### src/rtl/mem_seq_pkg.sv
// Shared types and default widths for the memory fill/dump sequencer.
// CLEAR state exists only when MEM_SEQUENCER_CLEAR_EN is defined.
package mem_seq_pkg;

  localparam int unsigned MS_DEFAULT_ADDR_WIDTH = 6;
  localparam int unsigned MS_DEFAULT_DATA_WIDTH = 32;

  typedef enum logic [1:0] {
    IDLE  = 2'd0,
    FILL  = 2'd1,
    DUMP  = 2'd2
`ifdef MEM_SEQUENCER_CLEAR_EN
    ,
    CLEAR = 2'd3
`endif
  } mem_seq_state_t;

endpackage

### src/rtl/mem_sequencer.sv
// Sequencer that streams words into (FILL) or out of (DUMP) an external single-port RAM.
// Optional feature: define MEM_SEQUENCER_CLEAR_EN to add a full-depth zeroing CLEAR sequence.
module mem_sequencer
  import mem_seq_pkg::*;
#(
  parameter int unsigned ADDR_WIDTH = MS_DEFAULT_ADDR_WIDTH,
  parameter int unsigned DATA_WIDTH = MS_DEFAULT_DATA_WIDTH
) (
  input  logic                  clk,
  input  logic                  reset,
  input  logic                  start_fill,
  input  logic                  start_dump,
  input  logic                  start_clear,
  input  logic [ADDR_WIDTH:0]   count,
  input  logic                  in_valid,
  output logic                  in_ready,
  input  logic [DATA_WIDTH-1:0] in_data,
  output logic                  out_valid,
  input  logic                  out_ready,
  output logic [DATA_WIDTH-1:0] out_data,
  output logic                  busy,
  output logic                  done,
  output logic                  ram_we,
  output logic [ADDR_WIDTH-1:0] ram_adr,
  output logic [DATA_WIDTH-1:0] ram_din,
  input  logic [DATA_WIDTH-1:0] ram_dout
);

  localparam int unsigned CNT_WIDTH = ADDR_WIDTH + 1;
  localparam logic [CNT_WIDTH-1:0] DEPTH = {1'b1, {ADDR_WIDTH{1'b0}}};

  mem_seq_state_t        state_q, state_d;
  logic [ADDR_WIDTH-1:0] ptr_q, ptr_d;
  logic [CNT_WIDTH-1:0]  rem_q, rem_d;
  logic [CNT_WIDTH-1:0]  count_clamped;
  logic                  done_q, done_d;
  logic                  step;

`ifndef MEM_SEQUENCER_CLEAR_EN
  logic unused_start_clear;
  assign unused_start_clear = start_clear;
`endif

  assign count_clamped = (count > DEPTH) ? DEPTH : count;
  assign busy          = (state_q != IDLE);
  assign done          = done_q;
  // Asynchronous RAM read: ptr only moves on a handshake, so data holds while stalled.
  assign out_data      = ram_dout;

  always_ff @(posedge clk) begin
    if (reset) begin
      state_q <= IDLE;
      ptr_q   <= '0;
      rem_q   <= '0;
      done_q  <= 1'b0;
    end else begin
      state_q <= state_d;
      ptr_q   <= ptr_d;
      rem_q   <= rem_d;
      done_q  <= done_d;
    end
  end

  // Next-state and RAM/stream strobes; step marks a word transferred this cycle.
  always_comb begin
    state_d   = state_q;
    ptr_d     = ptr_q;
    rem_d     = rem_q;
    done_d    = 1'b0;
    step      = 1'b0;
    ram_we    = 1'b0;
    ram_adr   = ptr_q;
    ram_din   = '0;
    in_ready  = 1'b0;
    out_valid = 1'b0;

    case (state_q)
      IDLE: begin
`ifdef MEM_SEQUENCER_CLEAR_EN
        if (start_clear) begin
          state_d = CLEAR;
          ptr_d   = '0;
          rem_d   = DEPTH;
        end else
`endif
        if (start_fill || start_dump) begin
          ptr_d = '0;
          rem_d = count_clamped;
          if (count_clamped == '0) done_d = 1'b1;
          else if (start_fill)     state_d = FILL;
          else                     state_d = DUMP;
        end
      end
      FILL: begin
        in_ready = 1'b1;
        if (in_valid) begin
          ram_we  = 1'b1;
          ram_din = in_data;
          step    = 1'b1;
        end
      end
      DUMP: begin
        out_valid = 1'b1;
        step      = out_ready;
      end
`ifdef MEM_SEQUENCER_CLEAR_EN
      CLEAR: begin
        ram_we = 1'b1;
        step   = 1'b1;
      end
`endif
      default: state_d = IDLE;
    endcase

    // Termination follows rem so a full-depth run ends even though ptr wraps to 0.
    if (step) begin
      ptr_d = ptr_q + ADDR_WIDTH'(1);
      rem_d = rem_q - CNT_WIDTH'(1);
      if (rem_q == CNT_WIDTH'(1)) begin
        state_d = IDLE;
        done_d  = 1'b1;
      end
    end

    if (reset) begin
      ram_we    = 1'b0;
      in_ready  = 1'b0;
      out_valid = 1'b0;
    end
  end

endmodule

### config.mk
export PLATFORM = sky130hd
export DESIGN_NAME = mem_sequencer
export DESIGN_NICKNAME = d
export VERILOG_FILES = /design/src/rtl/mem_seq_pkg.sv /design/src/rtl/mem_sequencer.sv
export SDC_FILE = /design/constraint.sdc
export NUM_CORES = 1
export LEC_CHECK = 0
export CAP_MARGIN = 20
export CORE_MARGIN = 4
export CORE_UTILIZATION = 29
export DETAILED_ROUTE_END_ITERATION = 16
export MAX_ROUTING_LAYER = met4
export PLACE_DENSITY_LB_ADDON = 0.15
export SYNTH_ARGS = -nofsm -noshare
export SYNTH_HDL_FRONTEND = slang
export SYNTH_SLANG_ARGS = --single-unit
### constraint.sdc
create_clock -name clk -period 1.9 [get_ports clk]
set_input_delay 0.285 -clock clk [delete_from_list [all_inputs] [get_ports clk]]
set_output_delay 0.285 -clock clk [all_outputs]
set_load 0.005 [all_outputs]
=== Word-level counts from Yosys, hierarchy flattened ===
Cells that the tools add are included.

* Bits in registers: 16
* Output and inout port bits: 75

* Add/sub/neg operators: 2
* Magnitude comparators: 1
* Eq/ne operators: 3
* Muxes and demuxes: 28
* Reductions and logical operators: 8

{| class="wikitable"
|+ Operators by type and width
! cell !! count
|-
| $mux W32 || 2
|-
| $mux W7 || 4
|-
| $mux W6 || 3
|-
| $mux W1 || 12
|-
| $mux W2 || 5
|-
| $eq A7 B1 Y1 const B || 1
|-
| $gt A7 B7 Y1 const B || 1
|-
| $logic_not A7 Y1 || 1
|-
| $sub A7 B1 Y7 const B || 1
|-
| $add A6 B1 Y6 const B || 1
|-
| $reduce_bool A2 Y1 || 3
|-
| $pmux W2 S2 || 1
|-
| $eq A2 B1 Y1 const B || 1
|-
| $eq A2 B2 Y1 const B || 1
|-
| $logic_not A2 Y1 || 1
|-
| $pmux W1 S2 || 1
|-
| $reduce_and A2 Y1 || 1
|-
| $reduce_or A2 Y1 || 1
|-
| $logic_or A1 B1 Y1 || 1
|}

=== Longest topological paths before layout ===
Gate-level depths: netlist of run 1.

* Depth after elaboration: 8
* Gate-level depth with buffers: 7

=== Worst setup path after synthesis of run 1 ===
No wires, ideal clock.

* Kind: register to register
* From: register state_q[0]
* To: register ptr_q[5], in the netlist ram_adr[5]
* Arrival time: 1,547 ps
* Data required time: 1,814 ps
* Slack: 267 ps
* Stages on the path, launching flop included: 8
* Cell sequence: dfxtp_1 -> inv_1 -> ha_1 -> inv_1 -> nor2_2 -> buf_2 -> a21oi_1 -> a211oi_1

* Longest elaborated chain between the ends: 4

{| class="wikitable"
|+ Ends and longest elaborated chain
! item !! line !! source
|-
| start, declared || mem_sequencer.sv:32 || <nowiki>mem_seq_state_t state_q, state_d;</nowiki>
|-
| start signal, assigned || mem_sequencer.sv:57 || <nowiki>state_q <= state_d;</nowiki>
|-
| $eq A2 B2 Y1 / $eq A2 B1 Y1 (equally long branches) || mem_sequencer.sv:77 || <nowiki>case (state_q)</nowiki>
|-
| $pmux W1 S2 || mem_sequencer.sv:77 ||
|-
| $reduce_bool A2 Y1 (no source line) || n/a ||
|-
| $reduce_and A2 Y1 (no source line) || n/a ||
|-
| end signal, assigned || mem_sequencer.sv:58 || <nowiki>ptr_q <= ptr_d;</nowiki>
|-
| end, declared || mem_sequencer.sv:33 || <nowiki>logic [ADDR_WIDTH-1:0] ptr_q, ptr_d;</nowiki>
|}

Several ways; a longest one is shown, not always the timed one.
A chain may end at the register's enable or synchronous reset.

=== Worst setup path after layout of run 1 ===
* From: register state_q[1]
* To: output port ram_din[24]

* Longest elaborated chain between the ends: 2

{| class="wikitable"
|+ Ends and longest elaborated chain
! item !! line !! source
|-
| $eq A2 B1 Y1 || mem_sequencer.sv:77 ||
|-
| $mux W32 || mem_sequencer.sv:77 ||
|-
| end, declared || mem_sequencer.sv:25 || <nowiki>output logic [DATA_WIDTH-1:0] ram_din,</nowiki>
|}

No other way between the ends.

==> out/results.txt, run 1 <==
maximum buffer depth of the clock tree -> 2
area of the placeable core -> 4790 um^2
Starting DRT DRC Count -> 40
largest vdd supply drop -> 0.436 mV
per-instance average area after synthesis -> 7.82 um^2
static leakage power -> 1.27 nW
Horiz. Die Dim -> 78.8 um
required time of the critical path -> 1620 ps
Worst-Margin Slew -> 586 ps
overall die height -> 78.8 um
launch instance of the worst min-delay path -> ram_adr[5]
basic-gate share of the synthesized area counting and, or, nand and nor cells -> 32.2%
Net Count, Synth -> 270
reg-to-reg slack, setup -> 120 ps
cell type with the highest aggregate area in the netlist -> sky130_fd_sc_hd__dfxtp_1
fraction of the yosys area taken by sequential cells -> 22.0%
type of the tightest min-delay check -> register to register
die area -> 6210 um^2
Setup CP Type -> register to primary output
number of top-level design ports -> 153
ratio of cells with drive above 1 in the final layout -> 18.9%
root cell of the clock tree -> sky130_fd_sc_hd__clkbuf_8
Distinct cells, synth -> 43
per-cell routed wire length -> 15.8 um
Setup TNS -> 0 ps
wire length reported by the detailed router -> 5.15 mm
Placed Instances -> 315
Final Hold Violating Endpoints -> 0
outcome -> complete, no violations
DRC Markers -> 0
final weighted congestion in routability-driven placement -> 0.823
worst flop-to-flop path startpoint -> state_q[0]
aggregate global-route resource usage -> 15.3%
clock skew after layout -> 1.54 ps
fraction of the mapped netlist area in compound gates -> 20.1%
antenna diode count -> 0
H-tree depth -> 1
first-pass GRT wire length -> 7.71 mm
number of clock buffers inserted by TritonCTS -> 3
most common flop cell mapped by yosys -> sky130_fd_sc_hd__dfxtp_1
Power Dens Cells -> 513 nW/um^2
HPWL Detailed -> 3.82 mm
CP Data Arrival Time -> 1560 ps
setup slack after placement -> -114 ps
warnings from Yosys -> 0
GR Overflow Total -> 0
critical-path maximum fanout -> 10
end of the worst register-to-register path -> ram_adr[5]
Worst setup EP type -> primary output
worst-case setup margin in the final layout -> 53.0 ps
area growth from synthesis to layout -> 68.2%
clock-pin transition on the worst setup and hold timing paths -> 70 ps
Initial Utilization -> 30.4%
launching element type of the critical path -> register
flip-flop and latch count after synthesis -> 16
Worst Hold Depth -> 1
area fraction of the dominant cell type after synthesis -> 22.0%
clock tree from TritonCTS -> done
maximum number of pins on one net before global-route repair -> 31
detail-routed via count per cell -> 5.00
largest family of logic cells by synthesized area -> simple AND/OR/NAND/NOR gates
final number of setup-violating endpoints -> 0
maximum achievable frequency -> 541 MHz
hold_ws -> 481 ps
Syn Inst Count -> 186
CTS sink count -> 16
area share of fa/ha/maj cells after synthesis -> 5.16%
normalized max-slew margin -> 60.9%
multiplexer share of the synthesized area -> 0%
initial antenna violation count -> 0
portion of the clock cycle consumed by the worst path in the final layout -> 97.2%
final-report max-slew violation count -> 0
Placement Rows -> 25
worst reg-to-reg path cell count -> 6
CTS Hold Buffers Added -> 0
number of cells in the finished layout apart from fillers -> 326
via count -> 1,629
nets@finish -> 344
Final Critical Period -> 1850 ps
fraction of registers with async set/reset -> 0%
Clock Latency Late Sink -> 250 ps
synth cell count leaders -> sky130_fd_sc_hd__and3_1, sky130_fd_sc_hd__buf_4, sky130_fd_sc_hd__dfxtp_1
residual antenna-violating net count after detailed routing -> 0
library cell with the highest instance count after synthesis -> sky130_fd_sc_hd__and3_1
worst hold path endpoint -> ram_adr[5]
number of enable-type register cells in the synthesized netlist -> 0
xor/xnor share of the synthesized area -> 0%
top cells by area, synth -> sky130_fd_sc_hd__dfxtp_1, sky130_fd_sc_hd__buf_4, sky130_fd_sc_hd__and3_1, sky130_fd_sc_hd__ha_1, sky130_fd_sc_hd__a211oi_1
number of buffers inserted by port buffering -> 87
Power Total -> 0.00125 W
max-cap violations -> 0
number of search-and-repair iterations in the first detailed-routing pass -> 4
cell area after synthesis -> 1450 um^2
via count of the first global-routing pass -> 1,544
[registers in the layout, summed over array words and instances (netlist names)]
name     flops
ram_adr      6
rem_q        7
state_q      2
done         1
[worst max-delay path, stage by stage, from the launching register on]
cell and delay [ps]:
sky130_fd_sc_hd__dfxtp_1 320, sky130_fd_sc_hd__inv_2 90, sky130_fd_sc_hd__ha_4 160, sky130_fd_sc_hd__buf_12 110, sky130_fd_sc_hd__and3_1 140, sky130_fd_sc_hd__clkdlybuf4s50_1 490
[logic make-up after synthesis]
| family | Yosys count |
|---|---|
| simple gates | 77 |
| fa+ha+maj | 6 |
| buf+inv | 47 |
| compound gates | 40 |
| flops | 16 |
[routing by layer]
metal	global-route usage [%]	part of all wire (%)	vias to the layer above
li1	-	-	799
met1	18.0	42	724
met2	25.0	45	89
met3	5.22	11	17
met4	4.37	1.8	0
met5	-	0	-
[stage by stage]
step | instance area [um^2] | util, %
after floorplan | 1450 | -
after global placement | 2270 | 47.3
after detailed placement | 2270 | 47.3
after CTS | 2330 | 48.7
after global routing | 2450 | 51.1
final | 2450 | 51.1
[layout make-up]
class                   count  area [um^2]
inverters                   6         22.5
flip-flops and latches     16          323
well taps                  67         83.8
clock buffers               4         55.1
multi-input cells         123          882
fillers                   480         2340
repair buffers            110         1080
[what timing repair did]
action                                  4_1_cts  5_1_grt
resized for setup                            29       20
pin swaps                                     0        1
buffers inserted                              0        4
gates cloned                                  2        1
endpoints found under the setup margin       34       16
[how the worst max path moves through the flow]
stage	start	to	slack [ps]	cells after the start
6_report	state_q[1]	ram_din[24]	50	5
5_1_grt	state_q[0]	rem_q[1]	-10	6
4_1_cts	state_q[1]	ram_we	-10	5
3_5_place_dp	in_valid	ram_adr[5]	-110	6
3_3_place_gp	in_valid	ram_adr[5]	-100	6
2_1_floorplan	state_q[0]	ram_adr[5]	270	7
[cell usage in the layout (no fill, tap or decap), types with 4 or more instances in the layout]
cell                               n
sky130_fd_sc_hd__a211oi_1          6
sky130_fd_sc_hd__a21oi_1           7
sky130_fd_sc_hd__a31oi_1           5
sky130_fd_sc_hd__and3_1           35
sky130_fd_sc_hd__buf_4            19
sky130_fd_sc_hd__clkbuf_8          4
sky130_fd_sc_hd__clkdlybuf4s50_1  56
sky130_fd_sc_hd__dfxtp_1          14
sky130_fd_sc_hd__dlygate4sd2_1    21
sky130_fd_sc_hd__dlymetal6s2s_1   10
sky130_fd_sc_hd__nand3_1           8
sky130_fd_sc_hd__nor2_1            6
sky130_fd_sc_hd__nor3_1            6
sky130_fd_sc_hd__o21ai_0           4
[report_power, final]
group          internal, W  total [W]  switching [W]
registers         0.000359   0.000389      0.0000303
logic             0.000320   0.000559       0.000239
clock network     0.000184   0.000306       0.000122
Power figures use the tool's default switching activity.
==> inputs of run 2 (changes only) <==
--- a/config.mk
+++ b/config.mk
@@ -5,12 +5,13 @@
 export SDC_FILE = /design/constraint.sdc
 export NUM_CORES = 1
 export LEC_CHECK = 0
-export CAP_MARGIN = 20
+export CAP_MARGIN = 15
 export CORE_MARGIN = 4
 export CORE_UTILIZATION = 29
 export DETAILED_ROUTE_END_ITERATION = 16
 export MAX_ROUTING_LAYER = met4
 export PLACE_DENSITY_LB_ADDON = 0.15
+export SKIP_CTS_REPAIR_TIMING = 1
 export SYNTH_ARGS = -nofsm -noshare
 export SYNTH_HDL_FRONTEND = slang
 export SYNTH_SLANG_ARGS = --single-unit
==> out/results.txt, run 2 (synthesized netlist as in run 1, its figures left out) <==
required time of the critical path -> 1620 ps (about the same)
final number of setup-violating endpoints -> 0 (unchanged)
DRC Markers -> 0 (unchanged)
Worst Hold Depth -> 1 (unchanged)
maximum buffer depth of the clock tree -> 2 (unchanged)
Seq pwr share -> 30.8% (-0.2 points)
worst setup path startpoint -> state_q[1]
type of the tightest min-delay check -> register to register
combinational cell fraction of total power -> 44.9% (+0.3 points)
via count -> 1,645 (+0.98%)
commonest cells after routing, fill and taps aside -> sky130_fd_sc_hd__clkdlybuf4s50_1, sky130_fd_sc_hd__and3_1, sky130_fd_sc_hd__dlymetal6s2s_1
first-pass GRT wire length -> 7.59 mm (-1.5%)
root cell of the clock tree -> sky130_fd_sc_hd__clkbuf_8
GR Overflow Total -> 0 (unchanged)
aggregate global-route resource usage -> 15.1% (-0.27 points)
total cell area at the placement stage -> 2270 um^2 (unchanged)
area of the placeable core -> 4790 um^2 (unchanged)
Starting DRT DRC Count -> 43 (+7.5%)
share of power burned in the clock network -> 24.3% (about the same)
die area -> 6210 um^2 (unchanged)
largest vdd supply drop -> 0.438 mV (+0.45%)
area growth from synthesis to layout -> 74.1%
H-tree depth -> 1 (unchanged)
maximum achievable frequency -> 529 MHz (-2.4%)
most common cell after layout, fill and taps aside -> sky130_fd_sc_hd__clkdlybuf4s50_1
top register by number of flip-flops -> rem_q
residual antenna-violating net count after detailed routing -> 0 (unchanged)
total area of multi-input combinational cells -> 888 um^2 (+0.71%)
worst reg-to-reg path cell count -> 6 (unchanged)
Placement Rows -> 25 (unchanged)
final-report max-slew violation count -> 0 (unchanged)
ratio of cells with drive above 1 in the final layout -> 18.2% (-0.70 points)
P_sw -> 0.000395 W (+1.0%)
normalized max-slew margin -> 74.0% (+13 points)
clock tree from TritonCTS -> done
max reg flops -> 7 (unchanged)
number of search-and-repair iterations in the first detailed-routing pass -> 4 (unchanged)
portion of the clock cycle consumed by the worst path in the final layout -> 99.5% (+2.3 points)
Final Critical Period -> 1890 ps (+44.5 ps)
maximum number of pins on one net before global-route repair -> 31 (unchanged)
final standard cell utilization of the core -> 52.9% (+1.8 points)
wire length reported by the detailed router -> 5.19 mm (+0.74%)
Horiz. Die Dim -> 78.8 um (unchanged)
clock skew after layout -> 1.11 ps (-0.423 ps)
overall die height -> 78.8 um (unchanged)
number of cells in the finished layout apart from fillers -> 325 (-0.31%)
Setup CP Type -> register to primary output
nets@finish -> 343 (-0.29%)
number of buffers inserted by port buffering -> 87 (unchanged)
launch instance of the worst min-delay path -> ram_adr[5]
footprint of the flip-flops and latches -> 323 um^2 (unchanged)
detail-routed via count per cell -> 5.06 (+1.3%)
Final Hold Violating Endpoints -> 0 (unchanged)
CP Data Arrival Time -> 1610 ps (+50 ps)
Power Dens Cells -> 499 nW/um^2 (-2.7%)
antenna diode count -> 0 (unchanged)
number of top-level design ports -> 153 (unchanged)
outcome -> complete, no violations
Cell Int Power -> 0.000868 W (+0.57%)
HPWL Detailed -> 3.82 mm (unchanged)
number of clock buffers inserted by TritonCTS -> 3 (unchanged)
static leakage power -> 1.59 nW (+26%)
critical-path maximum fanout -> 4 (-6)
setup repair after global routing missed its margin -> yes
Initial Utilization -> 30.4% (unchanged)
Placed Instances -> 315 (unchanged)
final weighted congestion in routability-driven placement -> 0.823 (unchanged)
via count of the first global-routing pass -> 1,514 (-1.9%)
Switching Share -> 31.3% (+0.096 points)
Clock Latency Late Sink -> 250 ps (about the same)
Worst-Margin Slew -> 389 ps (-197 ps)
hold_ws -> 485 ps (+4.09 ps)
initial antenna violation count -> 0 (unchanged)
clock-pin transition on the worst setup and hold timing paths -> 70 ps (about the same)
final design instance area without fill -> 2530 um^2 (+3.5%)
number of filler instances in the final layout -> 457 (-4.8%)
launching element type of the critical path -> register
per-cell routed wire length -> 16.0 um (+1.0%)
Worst setup EP type -> primary output
CTS sink count -> 16 (unchanged)
max-cap violations -> 0 (unchanged)
worst flop-to-flop path startpoint -> rem_q[1]
-- run 2: final timing paths --
check / end / slack, ps
worst max-delay path: ram_we / 9
worst min-delay path: ram_adr[5] / 480
worst min register to register: ram_adr[5] / 480
worst max register to register: rem_q[6] / 160
-- run 2: power by group through the flow --
stage / clock (W) / sequential [W] / combinational [W]
global route: 0.000331 / 0.000391 / 0.000619
CTS: 0.000314 / 0.000382 / 0.000513
detailed placement: 0 / 0.000390 / 0.000511
global placement: 0 / 0.000389 / 0.000508
floorplan: 0 / 0.000384 / 0.000285
finish: 0.000307 / 0.000389 / 0.000567
-- run 2: cell type report --
class / instances / share of cell area, %
timing repair buffer: 109 / 45.8
multi-input combinational: 123 / 35.1
sequential: 16 / 12.8
tap: 67 / 3.31
clock buffer: 4 / 2.17
inverter: 6 / 0.890
-- run 2: through the flow --
stage	worst slack [ps]	total power [W]	setup TNS [ps]
2_1_floorplan	267	0.000668	0
3_3_place_gp	-104	0.000897	-650
3_5_place_dp	-114	0.000900	-815
4_1_cts	-144	0.00121	-4140
5_1_grt	-75.6	0.00134	-79.9
6_report	8.56	0.00126	0
-- run 2: critical path, cell delays in order, from the launching register on --
cell and delay, ps:
sky130_fd_sc_hd__dfxtp_1 320, sky130_fd_sc_hd__inv_2 80, sky130_fd_sc_hd__ha_4 170, sky130_fd_sc_hd__nor2b_2 150, sky130_fd_sc_hd__and2_1 130, sky130_fd_sc_hd__clkdlybuf4s50_1 490
-- run 2: routing by layer --
metal | GRT usage [%] | part of all wire (%) | vias up
met5 | - | 0 | -
met1 | 18.1 | 41 | 732
met4 | 4.37 | 1.8 | 0
li1 | - | - | 798
met2 | 23.9 | 46 | 98
met3 | 5.33 | 11 | 17
